### config.mk
export PLATFORM = sky130hd
export DESIGN_NAME = pipelined_adder_flat
export DESIGN_NICKNAME = d
export VERILOG_FILES = /design/src/rtl/pipelined_adder_if.sv /design/src/rtl/pipelined_adder.sv /design/src/flat_wrapper.sv
export SDC_FILE = /design/constraint.sdc
export NUM_CORES = 1
export LEC_CHECK = 0
export CORE_AREA = 8 8 99 119
export CTS_CLUSTER_DIAMETER = 60
export DETAILED_ROUTE_END_ITERATION = 16
export DIE_AREA = 0 0 107 127
export SLEW_MARGIN = 20
export SYNTH_ARGS = -nofsm -noshare
export SYNTH_HDL_FRONTEND = slang
export SYNTH_SLANG_ARGS = --single-unit
### constraint.sdc
create_clock -name clk -period 3.36 [get_ports clk]
set_clock_uncertainty 0.1 [all_clocks]
set_input_delay 0.672 -clock clk [delete_from_list [all_inputs] [get_ports clk]]
set_output_delay 0.672 -clock clk [all_outputs]
set_load 0.1 [all_outputs]
### src/rtl/pipelined_adder_if.sv
// Stream bundle for pipelined_adder: operand beat in, result beat out, checker flags.
interface pipelined_adder_if #(
  parameter int WIDTH = 16
);
  logic             in_valid;
  logic             in_ready;
  logic [WIDTH-1:0] a;
  logic [WIDTH-1:0] b;
  logic             cin;
  logic             sub;
  logic             fault_inj;
  logic             out_valid;
  logic             out_ready;
  logic [WIDTH-1:0] s;
  logic             cout;
  logic             ovf;
  logic             err;
  logic             err_sticky;

  modport master (
    output in_valid, a, b, cin, sub, fault_inj, out_ready,
    input  in_ready, out_valid, s, cout, ovf, err, err_sticky
  );

  modport slave (
    input  in_valid, a, b, cin, sub, fault_inj, out_ready,
    output in_ready, out_valid, s, cout, ovf, err, err_sticky
  );
endinterface

### src/rtl/pipelined_adder.sv
// Pipelined add/sub, one CHUNK-bit slice per stage, back-pressurable stream.
// Optional duplicate-and-compare checker enabled by defining ADDER_DMR_EN.
module pipelined_adder #(
  parameter int WIDTH = 16,
  parameter int CHUNK = 4
) (
  input  logic               clk,
  input  logic               rst_n,
  pipelined_adder_if.slave   bus
);
  localparam int NSTAGE = WIDTH / CHUNK;

  logic             vld_p [1:NSTAGE];
  logic [WIDTH-1:0] a_p   [1:NSTAGE];
  logic [WIDTH-1:0] bx_p  [1:NSTAGE];
  logic [WIDTH-1:0] res_p [1:NSTAGE];
  logic             cy_p  [1:NSTAGE];
  logic             ovf_p;

  logic             src_vld [0:NSTAGE-1];
  logic [WIDTH-1:0] src_a   [0:NSTAGE-1];
  logic [WIDTH-1:0] src_bx  [0:NSTAGE-1];
  logic [WIDTH-1:0] src_res [0:NSTAGE-1];
  logic             src_cy  [0:NSTAGE-1];
  logic [WIDTH-1:0] nxt_res [1:NSTAGE];
  logic             nxt_cy  [1:NSTAGE];
  logic [CHUNK:0]   psum;
  logic             adv;

  function automatic logic [CHUNK:0] slice_add(input logic [CHUNK-1:0] x,
                                               input logic [CHUNK-1:0] y,
                                               input logic             c);
    return {1'b0, x} + {1'b0, y} + {{CHUNK{1'b0}}, c};
  endfunction

  function automatic logic ovf_of(input logic sa, input logic sb, input logic sr);
    return (sa == sb) && (sr != sa);
  endfunction

  // Source of stage k is stage k-1; stage 0 is the operand port itself.
  always_comb begin
    psum       = '0;
    src_vld[0] = bus.in_valid;
    src_a[0]   = bus.a;
    src_bx[0]  = bus.sub ? ~bus.b : bus.b;
    src_cy[0]  = bus.cin ^ bus.sub;
    src_res[0] = '0;
    for (int k = 1; k < NSTAGE; k++) begin
      src_vld[k] = vld_p[k];
      src_a[k]   = a_p[k];
      src_bx[k]  = bx_p[k];
      src_res[k] = res_p[k];
      src_cy[k]  = cy_p[k];
    end
    for (int k = 1; k <= NSTAGE; k++) begin
      psum       = slice_add(src_a[k-1][(k-1)*CHUNK +: CHUNK],
                             src_bx[k-1][(k-1)*CHUNK +: CHUNK], src_cy[k-1]);
      nxt_res[k] = src_res[k-1];
      nxt_res[k][(k-1)*CHUNK +: CHUNK] = psum[CHUNK-1:0];
      nxt_cy[k]  = psum[CHUNK];
    end
`ifdef ADDER_DMR_EN
    // Corrupt only the stored bit; the slice carry stays clean.
    nxt_res[1][0] = nxt_res[1][0] ^ bus.fault_inj;
`endif
  end

  assign adv          = !(vld_p[NSTAGE] && !bus.out_ready);
  assign bus.in_ready = adv;
  assign bus.out_valid = vld_p[NSTAGE];
  assign bus.s        = res_p[NSTAGE];
  assign bus.cout     = cy_p[NSTAGE];
  assign bus.ovf      = ovf_p;

  // Stages 1..NSTAGE; the last stage doubles as the output register.
  always_ff @(posedge clk) begin
    if (!rst_n) begin
      for (int k = 1; k <= NSTAGE; k++) vld_p[k] <= 1'b0;
      res_p[NSTAGE] <= '0;
      cy_p[NSTAGE]  <= 1'b0;
      ovf_p         <= 1'b0;
    end else if (adv) begin
      for (int k = 1; k <= NSTAGE; k++) begin
        vld_p[k] <= src_vld[k-1];
        a_p[k]   <= src_a[k-1];
        bx_p[k]  <= src_bx[k-1];
        res_p[k] <= nxt_res[k];
        cy_p[k]  <= nxt_cy[k];
      end
      ovf_p <= ovf_of(src_a[NSTAGE-1][WIDTH-1], src_bx[NSTAGE-1][WIDTH-1],
                      nxt_res[NSTAGE][WIDTH-1]);
    end
  end

`ifdef ADDER_DMR_EN
  logic [WIDTH:0] shd_p [1:NSTAGE];
  logic [WIDTH:0] shd_in;
  logic           err_now;
  logic           sticky;

  assign shd_in  = {1'b0, bus.a} + {1'b0, src_bx[0]} + {{WIDTH{1'b0}}, src_cy[0]};
  assign err_now = vld_p[NSTAGE] && ({cy_p[NSTAGE], res_p[NSTAGE]} != shd_p[NSTAGE]);
  assign bus.err        = err_now;
  assign bus.err_sticky = sticky | err_now;

  // Shadow sum travels in lockstep with the primary stages.
  always_ff @(posedge clk) begin
    if (!rst_n) begin
      shd_p[NSTAGE] <= '0;
      sticky        <= 1'b0;
    end else begin
      if (adv) begin
        shd_p[1] <= shd_in;
        for (int k = 2; k <= NSTAGE; k++) shd_p[k] <= shd_p[k-1];
      end
      if (err_now) sticky <= 1'b1;
    end
  end
`else
  logic unused_fault;
  assign unused_fault   = bus.fault_inj;
  assign bus.err        = 1'b0;
  assign bus.err_sticky = 1'b0;
`endif
endmodule

### src/flat_wrapper.sv
// flat-port wrapper written by rule: the top's interface ports become plain ports
module pipelined_adder_flat 
#(
  parameter int WIDTH = 16,
  parameter int CHUNK = 4
)
  (clk, rst_n, bus_in_valid, bus_a, bus_b, bus_cin, bus_sub, bus_fault_inj, bus_out_ready, bus_in_ready, bus_out_valid, bus_s, bus_cout, bus_ovf, bus_err, bus_err_sticky);
  pipelined_adder_if #(.WIDTH(WIDTH)) bus_i ();
  input  logic clk;
  input  logic rst_n;
  input wire logic [$bits(bus_i.in_valid)-1:0] bus_in_valid;
  input wire logic [$bits(bus_i.a)-1:0] bus_a;
  input wire logic [$bits(bus_i.b)-1:0] bus_b;
  input wire logic [$bits(bus_i.cin)-1:0] bus_cin;
  input wire logic [$bits(bus_i.sub)-1:0] bus_sub;
  input wire logic [$bits(bus_i.fault_inj)-1:0] bus_fault_inj;
  input wire logic [$bits(bus_i.out_ready)-1:0] bus_out_ready;
  output wire logic [$bits(bus_i.in_ready)-1:0] bus_in_ready;
  output wire logic [$bits(bus_i.out_valid)-1:0] bus_out_valid;
  output wire logic [$bits(bus_i.s)-1:0] bus_s;
  output wire logic [$bits(bus_i.cout)-1:0] bus_cout;
  output wire logic [$bits(bus_i.ovf)-1:0] bus_ovf;
  output wire logic [$bits(bus_i.err)-1:0] bus_err;
  output wire logic [$bits(bus_i.err_sticky)-1:0] bus_err_sticky;
  assign bus_i.in_valid = bus_in_valid;
  assign bus_i.a = bus_a;
  assign bus_i.b = bus_b;
  assign bus_i.cin = bus_cin;
  assign bus_i.sub = bus_sub;
  assign bus_i.fault_inj = bus_fault_inj;
  assign bus_i.out_ready = bus_out_ready;
  assign bus_in_ready = bus_i.in_ready;
  assign bus_out_valid = bus_i.out_valid;
  assign bus_s = bus_i.s;
  assign bus_cout = bus_i.cout;
  assign bus_ovf = bus_i.ovf;
  assign bus_err = bus_i.err;
  assign bus_err_sticky = bus_i.err_sticky;
  pipelined_adder #(.WIDTH(WIDTH), .CHUNK(CHUNK)) u_core (.clk(clk), .rst_n(rst_n), .bus(bus_i));
endmodule
Word level (Yosys, flattened, before mapping):

Memory sizes are Yosys's and may differ from the RTL's.
Index checks and enable logic that the tools add are counted.

* bits in writable memories: 200
* memories: 5
* bits in registers: 1
* bits of input ports: 39

Memories
* u_core.a_p: depth 4, width 16, read ports 3, clocked after memory_dff 0, wr ports 4, RTL line pipelined_adder.sv:14 `logic [WIDTH-1:0] a_p [1:NSTAGE];`
* u_core.bx_p: depth 4, width 16, read ports 3, clocked after memory_dff 0, wr ports 4, RTL line pipelined_adder.sv:15 `logic [WIDTH-1:0] bx_p [1:NSTAGE];`
* u_core.res_p: depth 4, width 16, read ports 4, clocked after memory_dff 0, wr ports 4, RTL line pipelined_adder.sv:16 `logic [WIDTH-1:0] res_p [1:NSTAGE];`
* u_core.cy_p: depth 4, width 1, read ports 4, clocked after memory_dff 0, wr ports 4, RTL line pipelined_adder.sv:17 `logic cy_p [1:NSTAGE];`
* u_core.vld_p: depth 4, width 1, read ports 4, clocked after memory_dff 0, wr ports 4, RTL line pipelined_adder.sv:13 `logic vld_p [1:NSTAGE];`

* mux-type cells: 11
* reduce and logical (&&, ||, !) cells: 4
* eq/ne operators: 2
* add/sub/neg operators: 8
* bitwise logic cells: 8

Operators by type and width (number)
* $mux W16: 2
* $add A4 B4 Y5: 4
* $add A5 B1 Y5: 4
* $not A16 Y16: 1
* $mux W1: 9
* $or A1 B1 Y1: 6
* $logic_and A1 B1 Y1: 2
* $logic_not A1 Y1: 2
* $eq A1 B1 Y1: 1
* $ne A1 B1 Y1: 1
* $xor A1 B1 Y1: 1

Depth between registers and ports, before layout:

* word-level depth: 6
* gate-level depth with buffers: 8

Least setup slack after synthesis:

OpenSTA, ideal clock, no wires.

* kind: register -> register
* start: register u_core.vld_p[0][4] (netlist name)
* end: register u_core.a_p[0][20] (netlist name)
* data arrival time: 2.700 ns
* buffers on the path: 0
* library setup time: 0.429 ns
* clock period less this slack: 3.229 ns
* required time: 2.831 ns
* cell stages (with the launch flop): 5
* setup slack: 0.131 ns
* cell sequence: edfxtp_1 > nor2b_4 > inv_4 > nand2_2 > inv_1

==> summary.txt <==
Pwr
  – Peak VDD IR: 0.2496 mV
  – PnR Total Power: 2.912 mW
  – Pwr Density: 603.6 nW/um2
  – LEAKAGE: 1.908 nW

Drt
  – Remaining DRCs: 0
  – Vias per inst: 4.288
  – Routed WL per cell: 12.41 um
  – 1st-pass router iterations: 4
  – Routed wire length: 5124 um
  – Post-route ant nets: 0
  – Drt initial violations: 74
  – Via count: 1771

CTS
  – Max Root-Sink Buffers: 2
  – Latest clock arrival within the worst-skew pair: 0.33 ns
  – Postcts setup bufs: 0
  – CTS tree: done
  – Clock-pin slew on the worst setup and hold paths: 0.06 ns
  – Total CTS buffers: 9
  – CTS resizes: 0
  – # hold bufs at CTS: 0
  – Num Clock Sinks: 97
  – H-tree Lvls: 3
  – Root Buffer: clkbuf_16

Synth
  – Largest area contributor in the netlist: edfxtp_1
  – Unique masters post-synth: 30
  – Mean area per synthesized cell: 17.79 um2
  – Synth warn: 0
  – Synth Instances: 217
  – Top cell type's share of synthesized area: 74.68%
  – Post-synthesis sequential area ratio: 75.20%
  – #FFs+latches synth: 97
  – Synth area leaders: edfxtp_1, fa_1, ha_1
  – Mapped Area: 3860 um2

Timing
  – RSZ-0062 raised after global routing: no
  – Max Clock Freq: 0.3830 GHz
  – Final hold violations: 0
  – Fin crit share: 77.70%
  – Worst-margin pin slew: 0.7956 ns
  – Slew Viols, Final: 0
  – Final setup viols: 0
  – Setup TNS: 0 ns
  – Relative slew margins: 46.83%
  – Post-layout min period: 2.611 ns

Global routing
  – Vias in the first global route: 1912
  – First-pass GRT wire length: 8673 um
  – Initial antenna violation count: 0
  – Largest net degree at the start of global routing: 75
  – All-Layer GR Usage: 8.367%
  – Total gr overflow: 0

Placement
  – PortBufs: 57
  – Area after DPL: 4536 um2
  – Final GP Congestion: 0.7004
  – Post-DP HPWL: 3658 um

Run status
  – Status: finished clean

Min path
  – Hold Path Class: reg -> reg
  – Hold EP: u_core.a_p[0][41]
  – Hold Crit Depth: 0
  – Hold wc startpoint: u_core.a_p[0][25]

Setup path
  – Critical Path RT: 3.36 ns
  – Worst r2r src: u_core.bx_p[0][60]
  – CP Max Fanout: 12
  – Worst Setup Start Kind: primary input
  – R2R depth: 6
  – Worst R2R End: u_core.cy_p[0][4]
  – Worst Setup Path Type: in -> reg
  – Critical path arrival: 2.61 ns
  – Crit path capture type: flip-flop
  – Register-to-register setup slack: 1.46 ns
  – Critical path origin: bus_sub

Die
  – Die Footprint: 13590 um2
  – # rows: 40
  – Boundary Pins: 61
  – Overall die width: 107 um
  – Core ar.: 9859 um2
  – Die Ht: 127 um
  – Starting Density: 39.15%

Cells and area
  – Commonest non-fill, non-tap cell in the layout: edfxtp_1
  – Most frequent cells in the layout: edfxtp_1, clkdlybuf4s50_1, buf_4
  – Final instance area: 4825 um2
  – Total Nets Final: 341
  – Filler Cell Count: 832
  – # diodes: 0
  – Share of layout cells above drive strength 1: 14.98%
  – Area grow syn2layout: 24.99%

Flow run
  – MaxCap Viol Count: 0
## power breakdown
part	leakage (nW)	total (mW)	internal, mW	switching (mW)
clock	0.139	0.972	0.575	0.397
sequential	0.986	1.50	1.47	0.0293
combinational	0.782	0.439	0.145	0.294
total	1.91	2.91	2.19	0.720
## metrics by stage
step	cells	hold WS [ns]	utilization, %	setup slack (ns)
2_1_floorplan	218	0.3003	-	0.1314
3_3_place_gp	397	0.3007	46.00	0.3883
3_5_place_dp	397	0.3045	46.00	0.3351
4_1_cts	413	0.3182	48.93	0.7033
5_1_grt	413	0.3245	48.93	0.6337
6_report	413	0.3159	48.93	0.7493
## cell type report
type                            count  area [um2]  area share, %
Sequential cell                    97        2903          60.17
Multi-Input combinational cell     95       833.3          17.27
Timing Repair Buffer               60       568.0          11.77
Clock buffer                       11       232.7          4.824
Tap cell                          126       157.7          3.268
Inverter                           19       73.82          1.530
Clock inverter                      5       56.30          1.167
## kinds of logic (layout without fill, tap and decap cells)
family / after synthesis / after routing / share of synthesized area [%]
AO/OA/AOI/OAI: 15 / 15 / 2.529
XOR/XNOR: 24 / 24 / 5.446
adder cells (fa/ha/maj): 20 / 20 / 8.039
buffers and inverters: 26 / 95 / 3.306
flip-flops: 97 / 97 / 75.20
other: 1 / 2 / 0.09715
AND/OR/NAND/NOR: 34 / 34 / 5.381
## metal layers
| metal | up-vias | routed length [um] | track usage (%) |
|---|---|---|---|
| li1 | 908 | - | - |
| met1 | 806 | 2001 | 8.036 |
| met2 | 45 | 2590 | 13.96 |
| met3 | 12 | 367 | 3.421 |
| met4 | 0 | 164 | 6.473 |
| met5 | - | 0 | 0 |
## critical path, stage by stage
cell             delay (ns)
clkdlybuf4s50_1        0.68
buf_4                  0.30
xor2_1                 0.14
fa_1                   0.44
a21o_1                 0.20
a21o_1                 0.17
## worst max-delay path by stage
stage                                      to  slack (ns)
after global placement      u_core.cy_p[0][1]        0.39
final                       u_core.cy_p[0][1]        0.75
after detailed placement  u_core.res_p[0][19]        0.34
after global routing      u_core.res_p[0][19]        0.63
after floorplan             u_core.a_p[0][20]        0.13
after CTS                   u_core.cy_p[0][1]        0.70
## flip-flops by register name, summed over array words and instances (netlist names)
signal and cells:
u_core.res_p 40, u_core.a_p 24, u_core.bx_p 24, u_core.cy_p 4, u_core.vld_p 4, u_core.bus.ovf 1
## cells in the mapped netlist, drive strengths merged
cell and count:
fa 8, conb 1, buf 6, a21oi 5, nand4b 1, xnor2 8
nor2 3, o211ai 1, xor2 16, clkbuf 1, dfxtp 1, nand2b 2
a21o 5, o21ai 4, nor4b 1, and3 16, nand2 4, edfxtp 96
nor2b 5, nand3 1, inv 19, ha 12, nor3 1
Power figures use the tool's default switching activity.
